$ cat config.mk
export PLATFORM = sky130hd
export DESIGN_NAME = operand_bram_loader_flat
export DESIGN_NICKNAME = d
export VERILOG_FILES = /design/src/rtl/operand_bram_loader_if.sv /design/src/rtl/operand_bram_loader.sv /design/src/flat_wrapper.sv
export SDC_FILE = /design/constraint.sdc
export NUM_CORES = 1
export LEC_CHECK = 0
export ABC_CLOCK_PERIOD_IN_PS = 3200
export BUFFER_PORTS_ARGS = -buffer_cell sky130_fd_sc_hd__buf_2
export CAP_MARGIN = 0
export CORE_UTILIZATION = 30
export CTS_CLUSTER_SIZE = 8
export DETAILED_ROUTE_END_ITERATION = 6
export SLEW_MARGIN = 20
export SYNTH_ARGS = -nofsm -noshare
export SYNTH_HDL_FRONTEND = slang
export SYNTH_SLANG_ARGS = --single-unit
$ cat constraint.sdc
create_clock -name clk -period 3.2 [get_ports clk]
set_clock_uncertainty 0.2 [all_clocks]
set_input_delay 0.32 -clock clk [delete_from_list [all_inputs] [get_ports clk]]
set_output_delay 0.32 -clock clk [all_outputs]
set_load 0.01 [all_outputs]
$ cat src/rtl/operand_bram_loader_if.sv
// Word-stream handshake plus the two BRAM write ports of the operand loader.
// master = the loader (consumes the stream, drives BRAM ports); slave = source/BRAM side.
interface operand_bram_loader_if #(
   parameter int DATA_W = 32,
   parameter int ADDR_W = 5
);
   logic              s_valid;
   logic [DATA_W-1:0] s_data;
   logic              s_ready;

   logic              ena_A;
   logic              wea_A;
   logic [ADDR_W-1:0] addra_A;
   logic [DATA_W-1:0] dina_A;

   logic              ena_B;
   logic              wea_B;
   logic [ADDR_W-1:0] addra_B;
   logic [DATA_W-1:0] dina_B;

   modport master (
      input  s_valid, s_data,
      output s_ready,
      output ena_A, wea_A, addra_A, dina_A,
      output ena_B, wea_B, addra_B, dina_B
   );

   modport slave (
      output s_valid, s_data,
      input  s_ready,
      input  ena_A, wea_A, addra_A, dina_A,
      input  ena_B, wea_B, addra_B, dina_B
   );
endinterface

$ cat src/rtl/operand_bram_loader.sv
// Fills operand memories A/B from a word stream: even words go to A[k], odd words to B[k].
// Raises done once DEPTH pairs are stored so the read-side controller can start.
//
// state  | meaning
// IDLE   | waiting for start, stream not accepted
// LOAD_A | next accepted word goes to A[addr]
// LOAD_B | next accepted word goes to B[addr], completes a pair
// DONE   | DEPTH pairs stored, done held until the next start
module operand_bram_loader #(
   parameter int DATA_W = 32,
   parameter int ADDR_W = 5,
   parameter int DEPTH  = 32
) (
   input  logic                 clk,
   input  logic                 rst,
   input  logic                 start,
   operand_bram_loader_if.master bus,
   output logic                 busy,
   output logic                 done,
   output logic [ADDR_W:0]      pair_count
);

   typedef enum logic [1:0] {IDLE, LOAD_A, LOAD_B, DONE} state_t;

   localparam logic [ADDR_W-1:0] ADDR_ONE  = 1;
   localparam logic [ADDR_W-1:0] ADDR_LAST = ADDR_W'(DEPTH - 1);
   localparam logic [ADDR_W:0]   PAIR_ONE  = 1;

   state_t              state;
   state_t              state_nxt;
   logic [ADDR_W-1:0]   addr;
   logic                ready_q;
   logic                hs;
   logic                last;
   logic                restart;

   logic                ena_a_q;
   logic [ADDR_W-1:0]   addra_a_q;
   logic [DATA_W-1:0]   dina_a_q;
   logic                ena_b_q;
   logic [ADDR_W-1:0]   addra_b_q;
   logic [DATA_W-1:0]   dina_b_q;

   // ready is a flop, so the handshake never depends combinationally on s_valid
   assign hs      = bus.s_valid & ready_q;
   assign last    = (addr == ADDR_LAST);
   assign restart = start & ((state == IDLE) | (state == DONE));

   always_comb begin
      state_nxt = state;
      case (state)
         IDLE:    if (start) state_nxt = LOAD_A;
         LOAD_A:  if (hs)    state_nxt = LOAD_B;
         LOAD_B:  if (hs)    state_nxt = last ? DONE : LOAD_A;
         DONE:    if (start) state_nxt = LOAD_A;
         default: state_nxt = IDLE;
      endcase
   end

   always_ff @(posedge clk) begin
      if (rst) begin
         state      <= IDLE;
         addr       <= '0;
         ready_q    <= 1'b0;
         busy       <= 1'b0;
         done       <= 1'b0;
         pair_count <= '0;
         ena_a_q    <= 1'b0;
         addra_a_q  <= '0;
         dina_a_q   <= '0;
         ena_b_q    <= 1'b0;
         addra_b_q  <= '0;
         dina_b_q   <= '0;
      end else begin
         state   <= state_nxt;
         ready_q <= (state_nxt == LOAD_A) | (state_nxt == LOAD_B);
         busy    <= (state_nxt == LOAD_A) | (state_nxt == LOAD_B);
         ena_a_q <= 1'b0;
         ena_b_q <= 1'b0;

         if (restart) begin
            addr       <= '0;
            pair_count <= '0;
            done       <= 1'b0;
         end

         if (hs && state == LOAD_A) begin
            ena_a_q   <= 1'b1;
            addra_a_q <= addr;
            dina_a_q  <= bus.s_data;
         end

         // the last pair stops at DEPTH-1 instead of wrapping the address
         if (hs && state == LOAD_B) begin
            ena_b_q    <= 1'b1;
            addra_b_q  <= addr;
            dina_b_q   <= bus.s_data;
            pair_count <= pair_count + PAIR_ONE;
            if (last) done <= 1'b1;
            else      addr <= addr + ADDR_ONE;
         end
      end
   end

   assign bus.s_ready = ready_q;
   assign bus.ena_A   = ena_a_q;
   assign bus.wea_A   = ena_a_q;
   assign bus.addra_A = addra_a_q;
   assign bus.dina_A  = dina_a_q;
   assign bus.ena_B   = ena_b_q;
   assign bus.wea_B   = ena_b_q;
   assign bus.addra_B = addra_b_q;
   assign bus.dina_B  = dina_b_q;

endmodule
$ cat src/flat_wrapper.sv
// flat-port wrapper written by rule: the top's interface ports become plain ports
module operand_bram_loader_flat 
#(
   parameter int DATA_W = 32,
   parameter int ADDR_W = 5,
   parameter int DEPTH  = 32
)
  (clk, rst, start, busy, done, pair_count, bus_s_valid, bus_s_data, bus_s_ready, bus_ena_A, bus_wea_A, bus_addra_A, bus_dina_A, bus_ena_B, bus_wea_B, bus_addra_B, bus_dina_B);
  operand_bram_loader_if #(.DATA_W(DATA_W), .ADDR_W(ADDR_W)) bus_i ();
  input  logic clk;
  input  logic rst;
  input  logic start;
  output logic busy;
  output logic done;
  output logic [ADDR_W:0] pair_count;
  input wire logic [$bits(bus_i.s_valid)-1:0] bus_s_valid;
  input wire logic [$bits(bus_i.s_data)-1:0] bus_s_data;
  output wire logic [$bits(bus_i.s_ready)-1:0] bus_s_ready;
  output wire logic [$bits(bus_i.ena_A)-1:0] bus_ena_A;
  output wire logic [$bits(bus_i.wea_A)-1:0] bus_wea_A;
  output wire logic [$bits(bus_i.addra_A)-1:0] bus_addra_A;
  output wire logic [$bits(bus_i.dina_A)-1:0] bus_dina_A;
  output wire logic [$bits(bus_i.ena_B)-1:0] bus_ena_B;
  output wire logic [$bits(bus_i.wea_B)-1:0] bus_wea_B;
  output wire logic [$bits(bus_i.addra_B)-1:0] bus_addra_B;
  output wire logic [$bits(bus_i.dina_B)-1:0] bus_dina_B;
  assign bus_i.s_valid = bus_s_valid;
  assign bus_i.s_data = bus_s_data;
  assign bus_s_ready = bus_i.s_ready;
  assign bus_ena_A = bus_i.ena_A;
  assign bus_wea_A = bus_i.wea_A;
  assign bus_addra_A = bus_i.addra_A;
  assign bus_dina_A = bus_i.dina_A;
  assign bus_ena_B = bus_i.ena_B;
  assign bus_wea_B = bus_i.wea_B;
  assign bus_addra_B = bus_i.addra_B;
  assign bus_dina_B = bus_i.dina_B;
  operand_bram_loader #(.DATA_W(DATA_W), .ADDR_W(ADDR_W), .DEPTH(DEPTH)) u_core (.clk(clk), .rst(rst), .start(start), .bus(bus_i), .busy(busy), .done(done), .pair_count(pair_count));
endmodule
==> qor.yml <==
worst_setup_path:
  cp-end-kind: "flop"
  cp_max_fo: 6
  crit_type: "reg2reg"
  setup.worst_path.start_class: "flop"
  cp.arrival_ns: 2.23
  worstPathRequired_ns: 3.28
power:
  ir_worst_vdd_mv: 0.285
  p_per_area_nw_per_um2: 535
  power.leakage_nw: 1.87
synth:
  postSynth.asyncResetShare_pct: 0
  synth_edf_count: 0
  syn_nets: 468
  synth_area_per_cell_um2: 8.07
  synthCells: 426
  synth_cell_types: 33
  ys.flop_type: "dfxtp_1"
  ys_ff_latch: 91
  synth_area_um2: 3440
  yosysSeqAreaShare_pct: 53.0
  yosysWarnings: 0
die:
  die_height_um: 109
  start_util_pct: 31.3
  die_x_um: 109
  fp.dieArea_um2: 11900
  row_count: 38
  boundaryPins: 123
  core_area_um2: 11000
layout:
  multiInputGateArea_um2: 1420
  n_antenna_cell: 0
  num-fill-cells: 1105
  layout_commonest_cell: "nand2_1"
  stdcell_count: 676
  regArea_um2: 1820
  final_cell_mix: "158 x nand2_1, 122 x buf_2, 91 x dfxtp_1"
  nNetsFinal: 573
  final_layout_size_suffix_gt1_share_pct: 28.0
  area_delta_synth_final_pct: 28.2
sta:
  finalSetupViolCount: 0
  worst_pin_slew_ns: 0.876
  final_max_slew_viol_count: 0
  rsz0062_at_grt: "no"
  fin_crit_ns: 2.16
  fin_tns_setup_ns: 0
  hold_viol_final: 0
  slew_headroom_pct: 41.4
  period_share_pct: 67.4
  clock.fmax_mhz: 464
route:
  drtPass1Iterations: 4
  drc: 0
  wl_per_cell_um: 13.3
  detail_route.iter0.violations: 172
  wirelength_um: 8970
  dr_total_vias: 3187
  drt-vias-per-instance: 4.71
  drtAntennaViolNets: 0
clocking:
  clk_pin_slew_worst_paths_ns: 0.07
  cts_setup_buffers: 0
  cts-resized-gates: 0
  h-tree-depth: 3
  root_buffer: "clkbuf_16"
  cts_buffers: 9
  hold_buffers: 0
  cts_tree: "done"
  numClockSinks: 91
  clk_latency_ns: 0.34
  clockBufferDepth: 2
place:
  dp.cells: 660
  portBuffers: 122
  place.gp.congestion: 0.821
  post-dp-hpwl_um: 6210
min_path:
  min_path_type: "in2reg"
grt:
  grt_max_degree: 55
  overflow: 0
  grt_use_total_pct: 15.5
  grt_pass1_wl_um: 14000
  grt_pass1_vias: 2997
  antenna_found_initial: 0
run:
  cap_violations: 0
run_status:
  status: "complete, no violations"
## power by group
part	switching [mW]	internal, mW	total, mW
Clock	0.446	0.626	1.07
Sequential	0.0112	1.14	1.15
Combinational	0.0816	0.0481	0.130
Total	0.539	1.82	2.36
## state kept, by name, summed over array words and instances, names as in the netlist
name / flops
u_core.addr: 5
u_core.bus.addra_A: 5
u_core.bus.addra_B: 5
u_core.bus.dina_A: 32
u_core.bus.dina_B: 32
u_core.bus.ena_A: 1
u_core.bus.ena_B: 1
u_core.busy: 1
u_core.done: 1
u_core.pair_count: 6
u_core.state: 2
## cell usage after synthesis, types with 2 or more instances
master | n | area (um^2)
buf_2 | 12 | 60.1
nor3_1 | 5 | 25.0
nand2_1 | 158 | 593
buf_4 | 7 | 52.6
a22oi_1 | 2 | 15.0
a21oi_2 | 2 | 17.5
ha_1 | 6 | 75.1
a21oi_1 | 84 | 420
nand3b_1 | 4 | 30.0
dfxtp_1 | 91 | 1820
a311oi_1 | 2 | 17.5
clkbuf_1 | 12 | 45.0
buf_6 | 3 | 33.8
nand3_1 | 5 | 25.0
a31oi_1 | 2 | 12.5
nor2_1 | 11 | 41.3
and3_1 | 3 | 18.8
inv_1 | 2 | 7.51
## kinds of logic after synthesis
family / count (synthesis) / synth area share [%]
AND/OR/NAND/NOR: 192 / 22.6
AO/OA/AOI/OAI: 101 / 16.4
flip-flops: 91 / 53.0
buffers and inverters: 36 / 5.79
adder cells (fa/ha/maj): 6 / 2.18
## cell type report
cell class | instances | area share, %
tap | 140 | 3.98
inverter | 2 | 0.170
multi-input combinational | 299 | 32.2
clock inverter | 6 | 1.48
clock buffer | 10 | 5.42
timing repair buffer | 128 | 15.4
sequential | 91 | 41.3
## worst paths after layout
check                                      startpoint                     to  slack (ns)  cells after the start
worst max-delay path                   u_core.addr[0]            u_core.busy        1.04                      7
worst min register to register  u_core.bus.addra_A[3]  u_core.bus.addra_A[3]        0.25                      2
worst min-delay path                   bus_s_data[22]  u_core.bus.dina_A[22]        0.03                      3
worst max register to register         u_core.addr[0]            u_core.busy        1.04                      7
## worst max-delay path: stages (launching register included)
cell      delay [ns]
dfxtp_1         0.36
ha_1            0.24
and3_1          0.20
ha_1            0.25
nand3b_1        0.19
a221oi_2        0.33
o211ai_1        0.16
a21oi_2         0.15
## stage by stage
step | cell area (um^2) | power, mW | setup slack, ns | hold slack [ns] | utilization (%)
global route | 4410 | 2.45 | 0.861 | 0.0192 | 40.1
global placement | 4100 | 1.31 | 1.09 | 0.238 | 37.4
CTS | 4410 | 2.38 | 1.02 | 0.0128 | 40.1
finish | 4410 | 2.36 | 1.04 | 0.0262 | 40.1
floorplan | 3440 | 1.26 | 1.27 | 0.256 | -
detailed placement | 4100 | 1.31 | 1.02 | 0.246 | 37.4
## layer usage
metal	share of wire, %	track usage (%)	vias to the layer above
li1	-	-	1608
met1	45	18.7	1460
met2	45	24.8	110
met3	8.3	5.02	9
met4	1.3	7.05	0
met5	0	0	-
Power figures use the tool's default switching activity.
